### src/rtl/cu_pkg.sv
// -----------------------------------------------------------------------------
// cu_pkg
// Shared types and encodings for the RV32I multicycle control unit:
// FSM state enum, opcode/funct7 constants, datapath control encodings
// (ImmSrc, BrOp, ALUOp, RUDataWrSrc), the registered decode bundle and the
// trap cause codes.
// -----------------------------------------------------------------------------
package cu_pkg;

    typedef enum logic [2:0] {
        ST_FETCH   = 3'd0,
        ST_DECODE  = 3'd1,
        ST_EXECUTE = 3'd2,
        ST_MEM     = 3'd3,
        ST_WB      = 3'd4,
        ST_TRAP    = 3'd7
    } cu_state_e;

    localparam logic [6:0] OPC_LUI    = 7'b0110111;
    localparam logic [6:0] OPC_AUIPC  = 7'b0010111;
    localparam logic [6:0] OPC_JAL    = 7'b1101111;
    localparam logic [6:0] OPC_JALR   = 7'b1100111;
    localparam logic [6:0] OPC_BRANCH = 7'b1100011;
    localparam logic [6:0] OPC_LOAD   = 7'b0000011;
    localparam logic [6:0] OPC_STORE  = 7'b0100011;
    localparam logic [6:0] OPC_OPIMM  = 7'b0010011;
    localparam logic [6:0] OPC_OP     = 7'b0110011;

    localparam logic [6:0] F7_BASE   = 7'b0000000;
    localparam logic [6:0] F7_ALT    = 7'b0100000;
    localparam logic [6:0] F7_MULDIV = 7'b0000001;

    typedef enum logic [2:0] {
        IMM_I = 3'b000,
        IMM_S = 3'b001,
        IMM_B = 3'b010,
        IMM_U = 3'b011,
        IMM_J = 3'b100
    } imm_src_e;

    localparam logic [4:0] BR_NONE = 5'b10101;
    localparam logic [4:0] BR_JUMP = 5'b01111;

    localparam logic [4:0] ALU_ADD = 5'b00000;

    typedef enum logic [1:0] {
        WR_ALU = 2'b00,
        WR_MEM = 2'b01,
        WR_PC4 = 2'b10
    } wr_src_e;

    // Selects the EXECUTE-state successor; not visible on any port.
    typedef enum logic [2:0] {
        CLS_ALU,
        CLS_BRANCH,
        CLS_LOAD,
        CLS_STORE,
        CLS_MUL
    } instr_cls_e;

    typedef enum logic [1:0] {
        CAUSE_NONE    = 2'b00,
        CAUSE_ILLEGAL = 2'b01,
        CAUSE_TIMEOUT = 2'b10
    } trap_cause_e;

    typedef struct packed {
        instr_cls_e cls;
        imm_src_e   imm_src;
        logic       alu_a_src;   // 0: rs1, 1: PC
        logic       alu_b_src;   // 0: rs2, 1: immediate
        logic [4:0] br_op;
        logic [4:0] alu_op;
        logic [2:0] dm_ctrl;
        wr_src_e    wr_src;
    } ctrl_bundle_t;

    localparam ctrl_bundle_t BUNDLE_RESET = '{
        cls:       CLS_ALU,
        imm_src:   IMM_I,
        alu_a_src: 1'b0,
        alu_b_src: 1'b0,
        br_op:     BR_NONE,
        alu_op:    ALU_ADD,
        dm_ctrl:   3'b000,
        wr_src:    WR_ALU
    };

    // Base-ISA ALU op. The shift-right pair is inverted relative to funct7[5]:
    // srl = 1101 and sra = 0101, while add/sub follow funct7[5] directly.
    function automatic logic [4:0] base_alu_op(input logic [2:0] funct3, input logic alt);
        return {1'b0, (funct3 == 3'b101) ? ~alt : alt, funct3};
    endfunction

endpackage

### src/rtl/cu_if.sv
// -----------------------------------------------------------------------------
// cu_if
// Bundles the control unit's bus-facing signals: instruction input, the
// instruction/data memory req/ack handshakes, datapath controls, the M-unit
// handshake and trap/debug status.
//   master : control unit side (drives reqs and controls)
//   slave  : datapath / memory side (drives instruction, acks, mul done)
// -----------------------------------------------------------------------------
interface cu_if #(
    parameter int ALUOP_W = 5
);
    logic [31:0]        CUInstr;
    logic               CUIMemReq;
    logic               CUIMemAck;
    logic               CUDMemReq;
    logic               CUDMemAck;
    logic               CUIRWr;
    logic               CUPCWr;
    logic               CURUWr;
    logic [2:0]         CUImmSrc;
    logic               CUALUASrc;
    logic               CUALUBSrc;
    logic [4:0]         CUBrOp;
    logic [ALUOP_W-1:0] CUALUOp;
    logic               CUDMWr;
    logic [2:0]         CUDMCtrl;
    logic [1:0]         CURUDataWrSrc;
    logic               CUMulStart;
    logic               CUMulDone;
    logic               CUTrap;
    logic [1:0]         CUTrapCause;
    logic [2:0]         CUState;

    modport master (
        input  CUInstr, CUIMemAck, CUDMemAck, CUMulDone,
        output CUIMemReq, CUDMemReq, CUIRWr, CUPCWr, CURUWr, CUImmSrc,
               CUALUASrc, CUALUBSrc, CUBrOp, CUALUOp, CUDMWr, CUDMCtrl,
               CURUDataWrSrc, CUMulStart, CUTrap, CUTrapCause, CUState
    );

    modport slave (
        output CUInstr, CUIMemAck, CUDMemAck, CUMulDone,
        input  CUIMemReq, CUDMemReq, CUIRWr, CUPCWr, CURUWr, CUImmSrc,
               CUALUASrc, CUALUBSrc, CUBrOp, CUALUOp, CUDMWr, CUDMCtrl,
               CURUDataWrSrc, CUMulStart, CUTrap, CUTrapCause, CUState
    );
endinterface

### src/rtl/cu_decoder.sv
// -----------------------------------------------------------------------------
// cu_decoder
// Combinational RV32I instruction decoder producing the control bundle that
// the FSM registers in DECODE, plus an illegal-instruction flag.
//   instr_i   : instruction register contents
//   bundle_o  : decoded static datapath controls and instruction class
//   illegal_o : instruction is not a supported encoding
// Optional feature macro: CU_MULDIV_EN (R-type funct7 0000001 becomes legal).
// -----------------------------------------------------------------------------
module cu_decoder
    import cu_pkg::*;
(
    input  logic [31:0]  instr_i,
    output ctrl_bundle_t bundle_o,
    output logic         illegal_o
);

    logic [6:0] opcode;
    logic [2:0] funct3;
    logic [6:0] funct7;

    assign opcode = instr_i[6:0];
    assign funct3 = instr_i[14:12];
    assign funct7 = instr_i[31:25];

    // Register/immediate fields are consumed by the datapath, not here.
    logic unused_fields;
    assign unused_fields = ^{instr_i[24:15], instr_i[11:7]};

    always_comb begin
        // NOTE: every output gets a default before the case so no path leaves
        // it unassigned, which would otherwise infer a latch.
        bundle_o  = BUNDLE_RESET;
        illegal_o = 1'b0;

        case (opcode)
            OPC_LUI: begin
                bundle_o.imm_src   = IMM_U;
                bundle_o.alu_b_src = 1'b1;
            end
            OPC_AUIPC: begin
                bundle_o.imm_src   = IMM_U;
                bundle_o.alu_a_src = 1'b1;
                bundle_o.alu_b_src = 1'b1;
            end
            OPC_JAL: begin
                bundle_o.imm_src   = IMM_J;
                bundle_o.alu_a_src = 1'b1;
                bundle_o.alu_b_src = 1'b1;
                bundle_o.br_op     = BR_JUMP;
                bundle_o.wr_src    = WR_PC4;
            end
            OPC_JALR: begin
                bundle_o.imm_src   = IMM_I;
                bundle_o.alu_b_src = 1'b1;
                bundle_o.br_op     = BR_JUMP;
                bundle_o.wr_src    = WR_PC4;
            end
            OPC_BRANCH: begin
                bundle_o.cls       = CLS_BRANCH;
                bundle_o.imm_src   = IMM_B;
                bundle_o.alu_a_src = 1'b1;
                bundle_o.alu_b_src = 1'b1;
                bundle_o.br_op     = {2'b00, funct3};
                illegal_o          = (funct3 == 3'b010) || (funct3 == 3'b011);
            end
            OPC_LOAD: begin
                bundle_o.cls       = CLS_LOAD;
                bundle_o.alu_b_src = 1'b1;
                bundle_o.dm_ctrl   = funct3;
                bundle_o.wr_src    = WR_MEM;
                illegal_o          = (funct3 == 3'b011) || (funct3[2:1] == 2'b11);
            end
            OPC_STORE: begin
                bundle_o.cls       = CLS_STORE;
                bundle_o.imm_src   = IMM_S;
                bundle_o.alu_b_src = 1'b1;
                bundle_o.dm_ctrl   = funct3;
                illegal_o          = (funct3 > 3'b010);
            end
            OPC_OPIMM: begin
                bundle_o.alu_b_src = 1'b1;
                // Only shifts-right use funct7[5]; elsewhere it is immediate data.
                bundle_o.alu_op    = base_alu_op(funct3, (funct3 == 3'b101) && funct7[5]);
                illegal_o          = ((funct3 == 3'b001) && (funct7 != F7_BASE)) ||
                                     ((funct3 == 3'b101) && (funct7 != F7_BASE) &&
                                      (funct7 != F7_ALT));
            end
            OPC_OP: begin
                case (funct7)
                    F7_BASE: bundle_o.alu_op = base_alu_op(funct3, 1'b0);
                    F7_ALT: begin
                        bundle_o.alu_op = base_alu_op(funct3, 1'b1);
                        illegal_o       = (funct3 != 3'b000) && (funct3 != 3'b101);
                    end
`ifdef CU_MULDIV_EN
                    F7_MULDIV: begin
                        bundle_o.cls    = CLS_MUL;
                        bundle_o.alu_op = {2'b10, funct3};
                    end
`endif
                    default: illegal_o = 1'b1;
                endcase
            end
            default: illegal_o = 1'b1;
        endcase
    end

endmodule

### src/rtl/cu_multicycle.sv
// -----------------------------------------------------------------------------
// cu_multicycle
// Multicycle RV32I control unit. Sequences each instruction through
// FETCH/DECODE/EXECUTE/MEM/WB, gating register, PC, IR and memory side effects
// to the proper cycle. Memories use req/ack handshakes with optional bus
// timeout; illegal instructions and timeouts enter an absorbing TRAP state.
//   CUClk  : clock, rising edge
//   CURstN : asynchronous active-low reset
//   bus    : cu_if.master - instruction, handshakes, datapath controls,
//            M-unit handshake, trap status and debug state
// Parameters: ALUOP_W (CUALUOp width), TIMEOUT (ack wait limit, 0 = off).
// Optional feature macro: CU_MULDIV_EN (M-extension handshake via
// CUMulStart/CUMulDone; without it CUMulStart is tied low).
// -----------------------------------------------------------------------------
module cu_multicycle
    import cu_pkg::*;
#(
    parameter int ALUOP_W = 5,
    parameter int TIMEOUT = 16
) (
    input  logic CUClk,
    input  logic CURstN,
    cu_if.master bus
);

    localparam int CNT_W = (TIMEOUT > 1) ? $clog2(TIMEOUT) : 1;
    localparam logic [CNT_W-1:0] CNT_LAST = CNT_W'(TIMEOUT - 1);

    cu_state_e    state_q, state_d;
    ctrl_bundle_t bundle_q, bundle_d;
    ctrl_bundle_t dec_bundle;
    logic         dec_illegal;
    trap_cause_e  cause_q, cause_d;
    logic [CNT_W-1:0] cnt_q, cnt_d;
    logic         timed_out;

    logic ir_wr, pc_wr, ru_wr, dm_wr, imem_req, dmem_req;

`ifdef CU_MULDIV_EN
    logic mul_busy_q, mul_busy_d;
    logic mul_start;
`else
    logic unused_mul_done;
    assign unused_mul_done = bus.CUMulDone;
`endif

    cu_decoder u_decoder (
        .instr_i   (bus.CUInstr),
        .bundle_o  (dec_bundle),
        .illegal_o (dec_illegal)
    );

    // cnt_q counts completed ack-less wait cycles, so the TIMEOUT-th cycle is
    // the last one in which an ack is still accepted.
    assign timed_out = (TIMEOUT != 0) && (cnt_q == CNT_LAST);

    always_ff @(posedge CUClk or negedge CURstN) begin
        if (!CURstN) begin
            state_q  <= ST_FETCH;
            // NOTE: the bundle drives the static controls directly, so it is
            // reset to keep every output defined before the first DECODE.
            bundle_q <= BUNDLE_RESET;
            cause_q  <= CAUSE_NONE;
            cnt_q    <= '0;
`ifdef CU_MULDIV_EN
            mul_busy_q <= 1'b0;
`endif
        end else begin
            // NOTE: non-blocking assignments so every register samples the
            // pre-edge values regardless of statement order.
            state_q  <= state_d;
            bundle_q <= bundle_d;
            cause_q  <= cause_d;
            cnt_q    <= cnt_d;
`ifdef CU_MULDIV_EN
            mul_busy_q <= mul_busy_d;
`endif
        end
    end

    always_comb begin
        state_d  = state_q;
        bundle_d = bundle_q;
        cause_d  = cause_q;
        cnt_d    = '0;           // clears whenever the FSM moves on
        ir_wr    = 1'b0;
        pc_wr    = 1'b0;
        ru_wr    = 1'b0;
        dm_wr    = 1'b0;
        imem_req = 1'b0;
        dmem_req = 1'b0;
`ifdef CU_MULDIV_EN
        mul_busy_d = 1'b0;
        mul_start  = 1'b0;
`endif

        case (state_q)
            ST_FETCH: begin
                imem_req = 1'b1;
                if (bus.CUIMemAck) begin
                    ir_wr   = 1'b1;
                    state_d = ST_DECODE;
                end else if (timed_out) begin
                    state_d = ST_TRAP;
                    cause_d = CAUSE_TIMEOUT;
                end else begin
                    cnt_d = cnt_q + CNT_W'(1);
                end
            end
            ST_DECODE: begin
                if (dec_illegal) begin
                    state_d = ST_TRAP;
                    cause_d = CAUSE_ILLEGAL;
                end else begin
                    bundle_d = dec_bundle;
                    state_d  = ST_EXECUTE;
                end
            end
            ST_EXECUTE: begin
                case (bundle_q.cls)
                    CLS_BRANCH: begin
                        pc_wr   = 1'b1;
                        state_d = ST_FETCH;
                    end
                    CLS_LOAD, CLS_STORE: state_d = ST_MEM;
`ifdef CU_MULDIV_EN
                    CLS_MUL: begin
                        // Start pulses only in the first EXECUTE cycle.
                        mul_start  = !mul_busy_q;
                        mul_busy_d = !bus.CUMulDone;
                        if (bus.CUMulDone) state_d = ST_WB;
                    end
`endif
                    default: state_d = ST_WB;
                endcase
            end
            ST_MEM: begin
                dmem_req = 1'b1;
                dm_wr    = (bundle_q.cls == CLS_STORE);
                if (bus.CUDMemAck) begin
                    if (bundle_q.cls == CLS_STORE) begin
                        pc_wr   = 1'b1;
                        state_d = ST_FETCH;
                    end else begin
                        state_d = ST_WB;
                    end
                end else if (timed_out) begin
                    state_d = ST_TRAP;
                    cause_d = CAUSE_TIMEOUT;
                end else begin
                    cnt_d = cnt_q + CNT_W'(1);
                end
            end
            ST_WB: begin
                ru_wr   = 1'b1;
                pc_wr   = 1'b1;
                state_d = ST_FETCH;
            end
            ST_TRAP: state_d = ST_TRAP;
            default: state_d = ST_FETCH;
        endcase
    end

    // The FSM sits in FETCH while reset is held; gating the FETCH outputs with
    // CURstN keeps every side effect low during reset.
    assign bus.CUIMemReq     = imem_req & CURstN;
    assign bus.CUIRWr        = ir_wr & CURstN;
    assign bus.CUDMemReq     = dmem_req;
    assign bus.CUPCWr        = pc_wr;
    assign bus.CURUWr        = ru_wr;
    assign bus.CUDMWr        = dm_wr;
    assign bus.CUImmSrc      = bundle_q.imm_src;
    assign bus.CUALUASrc     = bundle_q.alu_a_src;
    assign bus.CUALUBSrc     = bundle_q.alu_b_src;
    assign bus.CUBrOp        = bundle_q.br_op;
    assign bus.CUALUOp       = ALUOP_W'(bundle_q.alu_op);
    assign bus.CUDMCtrl      = bundle_q.dm_ctrl;
    assign bus.CURUDataWrSrc = bundle_q.wr_src;
    assign bus.CUTrap        = (state_q == ST_TRAP);
    assign bus.CUTrapCause   = cause_q;
    assign bus.CUState       = state_q;
`ifdef CU_MULDIV_EN
    assign bus.CUMulStart    = mul_start;
`else
    assign bus.CUMulStart    = 1'b0;
`endif

endmodule

### src/flat_wrapper.sv
// flat-port wrapper written by rule: the top's interface ports become plain ports
module cu_multicycle_flat import cu_pkg::*;
#(
    parameter int ALUOP_W = 5,
    parameter int TIMEOUT = 16
)
  (CUClk, CURstN, bus_CUInstr, bus_CUIMemAck, bus_CUDMemAck, bus_CUMulDone, bus_CUIMemReq, bus_CUDMemReq, bus_CUIRWr, bus_CUPCWr, bus_CURUWr, bus_CUImmSrc, bus_CUALUASrc, bus_CUALUBSrc, bus_CUBrOp, bus_CUALUOp, bus_CUDMWr, bus_CUDMCtrl, bus_CURUDataWrSrc, bus_CUMulStart, bus_CUTrap, bus_CUTrapCause, bus_CUState);
  cu_if #(.ALUOP_W(ALUOP_W)) bus_i ();
  input  logic CUClk;
  input  logic CURstN;
  input wire logic [$bits(bus_i.CUInstr)-1:0] bus_CUInstr;
  input wire logic [$bits(bus_i.CUIMemAck)-1:0] bus_CUIMemAck;
  input wire logic [$bits(bus_i.CUDMemAck)-1:0] bus_CUDMemAck;
  input wire logic [$bits(bus_i.CUMulDone)-1:0] bus_CUMulDone;
  output wire logic [$bits(bus_i.CUIMemReq)-1:0] bus_CUIMemReq;
  output wire logic [$bits(bus_i.CUDMemReq)-1:0] bus_CUDMemReq;
  output wire logic [$bits(bus_i.CUIRWr)-1:0] bus_CUIRWr;
  output wire logic [$bits(bus_i.CUPCWr)-1:0] bus_CUPCWr;
  output wire logic [$bits(bus_i.CURUWr)-1:0] bus_CURUWr;
  output wire logic [$bits(bus_i.CUImmSrc)-1:0] bus_CUImmSrc;
  output wire logic [$bits(bus_i.CUALUASrc)-1:0] bus_CUALUASrc;
  output wire logic [$bits(bus_i.CUALUBSrc)-1:0] bus_CUALUBSrc;
  output wire logic [$bits(bus_i.CUBrOp)-1:0] bus_CUBrOp;
  output wire logic [$bits(bus_i.CUALUOp)-1:0] bus_CUALUOp;
  output wire logic [$bits(bus_i.CUDMWr)-1:0] bus_CUDMWr;
  output wire logic [$bits(bus_i.CUDMCtrl)-1:0] bus_CUDMCtrl;
  output wire logic [$bits(bus_i.CURUDataWrSrc)-1:0] bus_CURUDataWrSrc;
  output wire logic [$bits(bus_i.CUMulStart)-1:0] bus_CUMulStart;
  output wire logic [$bits(bus_i.CUTrap)-1:0] bus_CUTrap;
  output wire logic [$bits(bus_i.CUTrapCause)-1:0] bus_CUTrapCause;
  output wire logic [$bits(bus_i.CUState)-1:0] bus_CUState;
  assign bus_i.CUInstr = bus_CUInstr;
  assign bus_i.CUIMemAck = bus_CUIMemAck;
  assign bus_i.CUDMemAck = bus_CUDMemAck;
  assign bus_i.CUMulDone = bus_CUMulDone;
  assign bus_CUIMemReq = bus_i.CUIMemReq;
  assign bus_CUDMemReq = bus_i.CUDMemReq;
  assign bus_CUIRWr = bus_i.CUIRWr;
  assign bus_CUPCWr = bus_i.CUPCWr;
  assign bus_CURUWr = bus_i.CURUWr;
  assign bus_CUImmSrc = bus_i.CUImmSrc;
  assign bus_CUALUASrc = bus_i.CUALUASrc;
  assign bus_CUALUBSrc = bus_i.CUALUBSrc;
  assign bus_CUBrOp = bus_i.CUBrOp;
  assign bus_CUALUOp = bus_i.CUALUOp;
  assign bus_CUDMWr = bus_i.CUDMWr;
  assign bus_CUDMCtrl = bus_i.CUDMCtrl;
  assign bus_CURUDataWrSrc = bus_i.CURUDataWrSrc;
  assign bus_CUMulStart = bus_i.CUMulStart;
  assign bus_CUTrap = bus_i.CUTrap;
  assign bus_CUTrapCause = bus_i.CUTrapCause;
  assign bus_CUState = bus_i.CUState;
  cu_multicycle #(.ALUOP_W(ALUOP_W), .TIMEOUT(TIMEOUT)) u_core (.CUClk(CUClk), .CURstN(CURstN), .bus(bus_i));
endmodule
### config.mk
export PLATFORM = sky130hd
export DESIGN_NAME = cu_multicycle_flat
export DESIGN_NICKNAME = d
export VERILOG_FILES = /design/src/rtl/cu_pkg.sv /design/src/rtl/cu_if.sv /design/src/rtl/cu_decoder.sv /design/src/rtl/cu_multicycle.sv /design/src/flat_wrapper.sv
export SDC_FILE = /design/constraint.sdc
export NUM_CORES = 1
export LEC_CHECK = 0
export ABC_AREA = 1
export ABC_CLOCK_PERIOD_IN_PS = 3100
export CORE_ASPECT_RATIO = 1.2
export CORE_MARGIN = 8
export CORE_UTILIZATION = 48
export CTS_BUF_LIST = sky130_fd_sc_hd__clkbuf_8
export CTS_CLUSTER_DIAMETER = 80
export DETAILED_ROUTE_END_ITERATION = 10
export PLACE_DENSITY = 0.83
export SYNTH_ARGS = -nofsm -noshare
export SYNTH_HDL_FRONTEND = slang
export SYNTH_HIERARCHICAL = 1
export SYNTH_SLANG_ARGS = --single-unit
### constraint.sdc
create_clock -name CUClk -period 3.1 [get_ports CUClk]
set_input_delay 0.62 -clock CUClk [delete_from_list [all_inputs] [get_ports CUClk]]
set_output_delay 0.62 -clock CUClk [all_outputs]
set_load 0.005 [all_outputs]
* Word level (Yosys, flattened, before mapping)
Index checks and enable logic that the tools add are counted.
** Cells by class
- Add/sub/neg operators :: 1
- Reductions and logical operators :: 22
- Bitwise gates (word level) :: 4
- Equal/unequal tests :: 29
- Mux-type cells :: 40
- Order comparisons :: 1
** Operators with widths (count)
- 7-bit by 6-bit equality test with 1-bit output, second input constant :: 4
- 4-bit one-hot mux with 2 select lines :: 3
- 7-bit equality test, second input constant :: 3
- 3-bit by 2-bit equality test with 1-bit output, second input constant :: 6
- 3-bit two-way mux :: 6
- 3-bit one-hot mux with 5 select lines :: 1
- 7-bit by 5-bit equality test with 1-bit output, second input constant :: 2
- 1-bit two-way mux :: 14
- 4-bit two-way mux :: 3
- 2-bit one-hot mux with 3 select lines :: 2
- 3-bit one-hot mux with 4 select lines :: 1
- 5-bit one-hot mux with 2 select lines :: 1
- 3-bit by 1-bit equality test with 1-bit output, second input constant :: 3
- 3-bit equality test, second input constant :: 3
- 2-bit two-way mux :: 4
- 2-bit OR reduction :: 4
- 8-bit OR reduction :: 1
- 7-bit by 2-bit equality test with 1-bit output, second input constant :: 1
- 7-bit logical NOT :: 1
- 7-bit by 6-bit inequality test with 1-bit output, second input constant :: 1
- 7-bit nonzero test :: 1
- 1-bit one-hot mux with 6 select lines :: 1
- 3-bit one-hot mux with 2 select lines :: 1
- 3-bit nonzero test :: 2
- other kinds (19) :: 28
** Storage, ports and cells
- Bits in registers :: 32
- Output and inout bits :: 33
- Logic and storage cells :: 108

* Logic depth before layout (Yosys ltp)
- Word-level depth :: 7
- Mapped depth :: 14
- Mapped depth without buffers :: 14

* Hierarchy
The synthesis kept the hierarchy.
** Modules (own cells, without submodules)
- cu_multicycle :: instances 1, area each 1669.1 um^2, sequential area each 804.5 um^2, cells each 202
- cu_decoder :: instances 1, area each 471.7 um^2, sequential area each 0.0 um^2, cells each 101

* Worst setup path after synthesis
OpenSTA, ideal clock, no wires.
- Path type :: in2reg
- Start :: input bus_CUInstr[29]
- End :: register u_core.bundle_q (netlist bit u_core/bus.CUALUASrc)
- Data required time :: 2984 ps
- Buffers on the path :: 1
- Data arrival time :: 1890 ps
- Setup slack :: 1094 ps
- Stages on the path :: 13
- Cell sequence :: nor2_1 -> nand2_1 -> nor2_1 -> nand2_1 -> nand2_1 -> nand2_1 -> nand2_1 -> nand3_1 -> nor2_8 -> inv_4 -> buf_6 -> nand2_1 -> nand2_1
** Between the ends
- Cells in the longest elaborated chain, start to end :: 7
** RTL lines
- start, declared :: line flat_wrapper.sv:11 : input wire logic [$bits(bus_i.CUInstr)-1:0] bus_CUInstr;
- parallel branches: the longest is 4 deep, another holds 7-bit by 6-bit equality test with 1-bit output
- 1-bit one-hot mux with 6 select lines * :: line cu_decoder.sv:36 : case (opcode)
- named net u_core.dec_illegal :: line cu_multicycle.sv:32 : logic dec_illegal;
- 1-bit NOT (no line) *
- 2-bit AND reduction (no line) *
- end signal, assigned :: line cu_multicycle.sv:72 : bundle_q <= bundle_d;
- end, declared :: line cu_multicycle.sv:30 : ctrl_bundle_t bundle_q, bundle_d;
Mark *: on every way through the listed nets, which the timed path passes.
A chain may end at the register's enable or synchronous reset.

* Worst setup path in the final report
- Start :: input bus_CUDMemAck
- End :: output bus_CUPCWr
** Between the ends
- Cells in the longest elaborated chain, start to end :: 2
** RTL lines
- start, declared :: line flat_wrapper.sv:13 : input wire logic [$bits(bus_i.CUDMemAck)-1:0] bus_CUDMemAck;
- 1-bit two-way mux :: line cu_multicycle.sv:140 : if (bus.CUDMemAck) begin
- 1-bit one-hot mux with 3 select lines :: line cu_multicycle.sv:97 : case (state_q)
- end, declared :: line flat_wrapper.sv:18 : output wire logic [$bits(bus_i.CUPCWr)-1:0] bus_CUPCWr;
No other way between the ends.

==> run metrics <==
cell repeated most along the worst path clkdlybuf4s50_1; drt pass-1 iters 4; Avg Inst Size Synth around 7.1 sq um; first-pass GRT wire length 7969 microns; die height around 90 microns; share of cells above drive strength 1 13.78%; Die W 76.97 microns; unrepaired setup endpoints after global routing false; Worst setup SP type primary input; Setup TNS 0 ps; status finished clean; CTS sink cnt 32; setup violation total in the final timing report 0; critical path fanouts, max 3; mapped cell area about 0.0021 sq mm; CTS Buf Count 5; crit path kind in2out; Port-buffer cells between 50 and 60; Via-to-Cell Ratio ~4.8; Final Non-Filler Cells between 300 and 400; Yosys top cell by area dfrtp_1; DR vias roughly 1.9k; Core ar. approximately 0.0043 sq mm; Synth Flop Type dfrtp_1; Hold WC Path Type reg2reg; Cell Count Post-Placement 389; vias in the first global route 1904; cts hold-fix bufs 0; total leakage power around 1.4 nW; Slew Limit Fails 0; Async S/R FF share, synth between 90% and 100%; drt total wl roughly 4500 microns; fmax 398.7 MHz; max-cap violations 0; DRT iter0 DRCs 74; post-layout min period around 2500 ps; part of the Yosys area used for sequential elements 37.58%; GR Overflow Total 0; clk buf depth 2; post-CTS setup buffers 0; Pwr Density about 570 mW/mm^2; Antenna Diode Count 0; top-area cell type share of the netlist area 33.90%; Starting Density around half; all-layer global routing usage 13.98%; Synth Instances 303; CTS root buf clkbuf_8; number of synthesized flops with an enable pin 0; Worst-path clk slew roughly 70 ps; max incr delay on CP 520 ps; #FFs+latches synth 32; DP Area between 0.002 and 0.003 sq mm; initial antenna violation count 0; final cycle utilization of the critical path roughly four fifths; DRC viols 0; GPL Wtd Cong 0.8769; CP Cell Sequence clkdlybuf4s50_1 > nand2_1 > o21ai_0 > clkdlybuf4s50_1; Critical Path RT 2480 ps; Final Hold Viols 0; HPWL after detailed placement 3630 microns; Syn. warnings 6; layout net count 378; I/O Pins 70; DR WL/cell 11.24 microns; FP Rows 26; DIE AREA 0.006862 sq mm; largest net degree at the start of global routing 33; Setup Skew 4.281 ps; Fillers 389; Post-CTS Resized 0; Max IR drop VDD 0.2440 mV; area delta synth->final 23.61%; Buf+Inv Stages, Crit Path 2; final instance area 0.002646 sq mm; distinct cell type count after synthesis 28; CP endpoint kind output pin; arrival time worst endpoint around 1900 ps; H-tree depth 2; delay-heaviest family, CP buffers and inverters; main area contributors after synthesis dfrtp_1 34%, nand2_1 18%, buf_4 7.4%, nor2_1 6.3%, inv_1 5.3%; Routed Antenna Nets 0; worst skew pair latency around 280 ps; CTS tree built; slowest CP cell clkdlybuf4s50_1
[stage by stage]
stage	hold slack [ps]	setup slack [ps]	power [mW]	utilization [%]
after floorplan	324.4	1094	0.9173	-
after global placement	451.7	344.3	1.118	59.57
after detailed placement	451.9	327.6	1.132	59.57
after CTS	462.8	574.8	1.521	62.10
after global routing	488.3	392.5	1.619	62.10
final	461.3	591.7	1.503	62.10
[path summary, 6_finish.rpt]
check,start,to,slack (ps),cells after the start
max in group asynchronous,CURstN,u_core/bus.CUBrOp[4]$_DFFE_PN1P_,2000,2
max,bus_CUDMemAck,bus_CUPCWr,590,4
max reg2reg,u_core/bus.CUState[2]$_DFF_PN0_,u_core/bus.CUALUASrc$_DFFE_PN0P_,1670,6
min reg2reg,u_core/bus.CUBrOp[2]$_DFFE_PN1P_,u_core/bus.CUBrOp[2]$_DFFE_PN1P_,460,2
min,u_core/bus.CUBrOp[2]$_DFFE_PN1P_,u_core/bus.CUBrOp[2]$_DFFE_PN1P_,460,2
min in group asynchronous,CURstN,u_core/cnt_q[3]$_DFF_PN0_,770,2
[cell usage after synthesis, drive strengths merged, types with 2 or more instances]
cell type	instances
nor3	4
inv	40
nand3	13
buf	25
dfrtp	29
dfstp	3
conb	2
nor2	40
o21ai	12
nand4	4
nand2	118
a21oi	8
[report_power, final]
group / leakage (nW) / switching (mW) / internal, mW
clock: 0.0593 / 0.151 / 0.235
combinational: 0.947 / 0.275 / 0.257
sequential: 0.419 / 0.0698 / 0.515
total: 1.42 / 0.496 / 1.01
[cell usage in the layout, fill, tap and decap left out, types with 4 or more instances in the layout]
master and n:
nand2_1 101, clkdlybuf4s50_1 52, nor2_1 36, inv_1 31
dfrtp_1 29, nand2_2 17, o21ai_0 12, nand3_1 11
inv_2 9, a21oi_1 8, clkbuf_8 5, nand4_1 4
[worst min-delay path: cells and delay by family, from the launching register on]
| kind | cells | cell delay, ps |
|---|---|---|
| flops | 1 | 370 |
| simple gates | 2 | 90 |
[flip-flops by register name (all words and copies together), names as in the netlist, 2 cells and up]
register                  flops
u_core/bus.CUState            3
u_core/bus.CUDMCtrl           3
u_core/bus.CURUDataWrSrc      2
u_core/bus.CUTrapCause        2
u_core/bus.CUBrOp             5
u_core/bundle_q               3
u_core/bus.CUALUOp            5
u_core/cnt_q                  4
u_core/bus.CUImmSrc           3
[cell type report]
class / instances / area, sq um / area share, %
inverter: 40 / 152.6 / 5.768
clock buffer: 5 / 68.82 / 2.600
timing repair buffer: 54 / 535.5 / 20.24
tap: 56 / 70.07 / 2.648
clock inverter: 3 / 38.79 / 1.466
multi-input combinational: 207 / 975.9 / 36.88
sequential: 32 / 804.5 / 30.40
[cell families (layout without fill, tap and decap cells)]
| logic type | after synthesis | count (layout) | share of synthesized area [%] |
|---|---|---|---|
| adders and majority gates | 1 | 1 | 0.5844 |
| AOI/OAI and AO/OA | 23 | 23 | 5.728 |
| DFF | 32 | 32 | 37.58 |
| other | 2 | 3 | 0.3508 |
| buffers and inverters | 65 | 102 | 17.01 |
| and+or+nand+nor | 180 | 180 | 38.75 |
[layer usage]
metal  track usage [%]  wire length, microns  vias to the layer above
li1                  -                     -                      978
met1             14.39                  1905                      859
met2             25.99                  2196                       53
met3             4.125                   275                       11
met4             5.954                    85                        0
met5                 0                     0                        -
(Power assumes the default switching activity.)
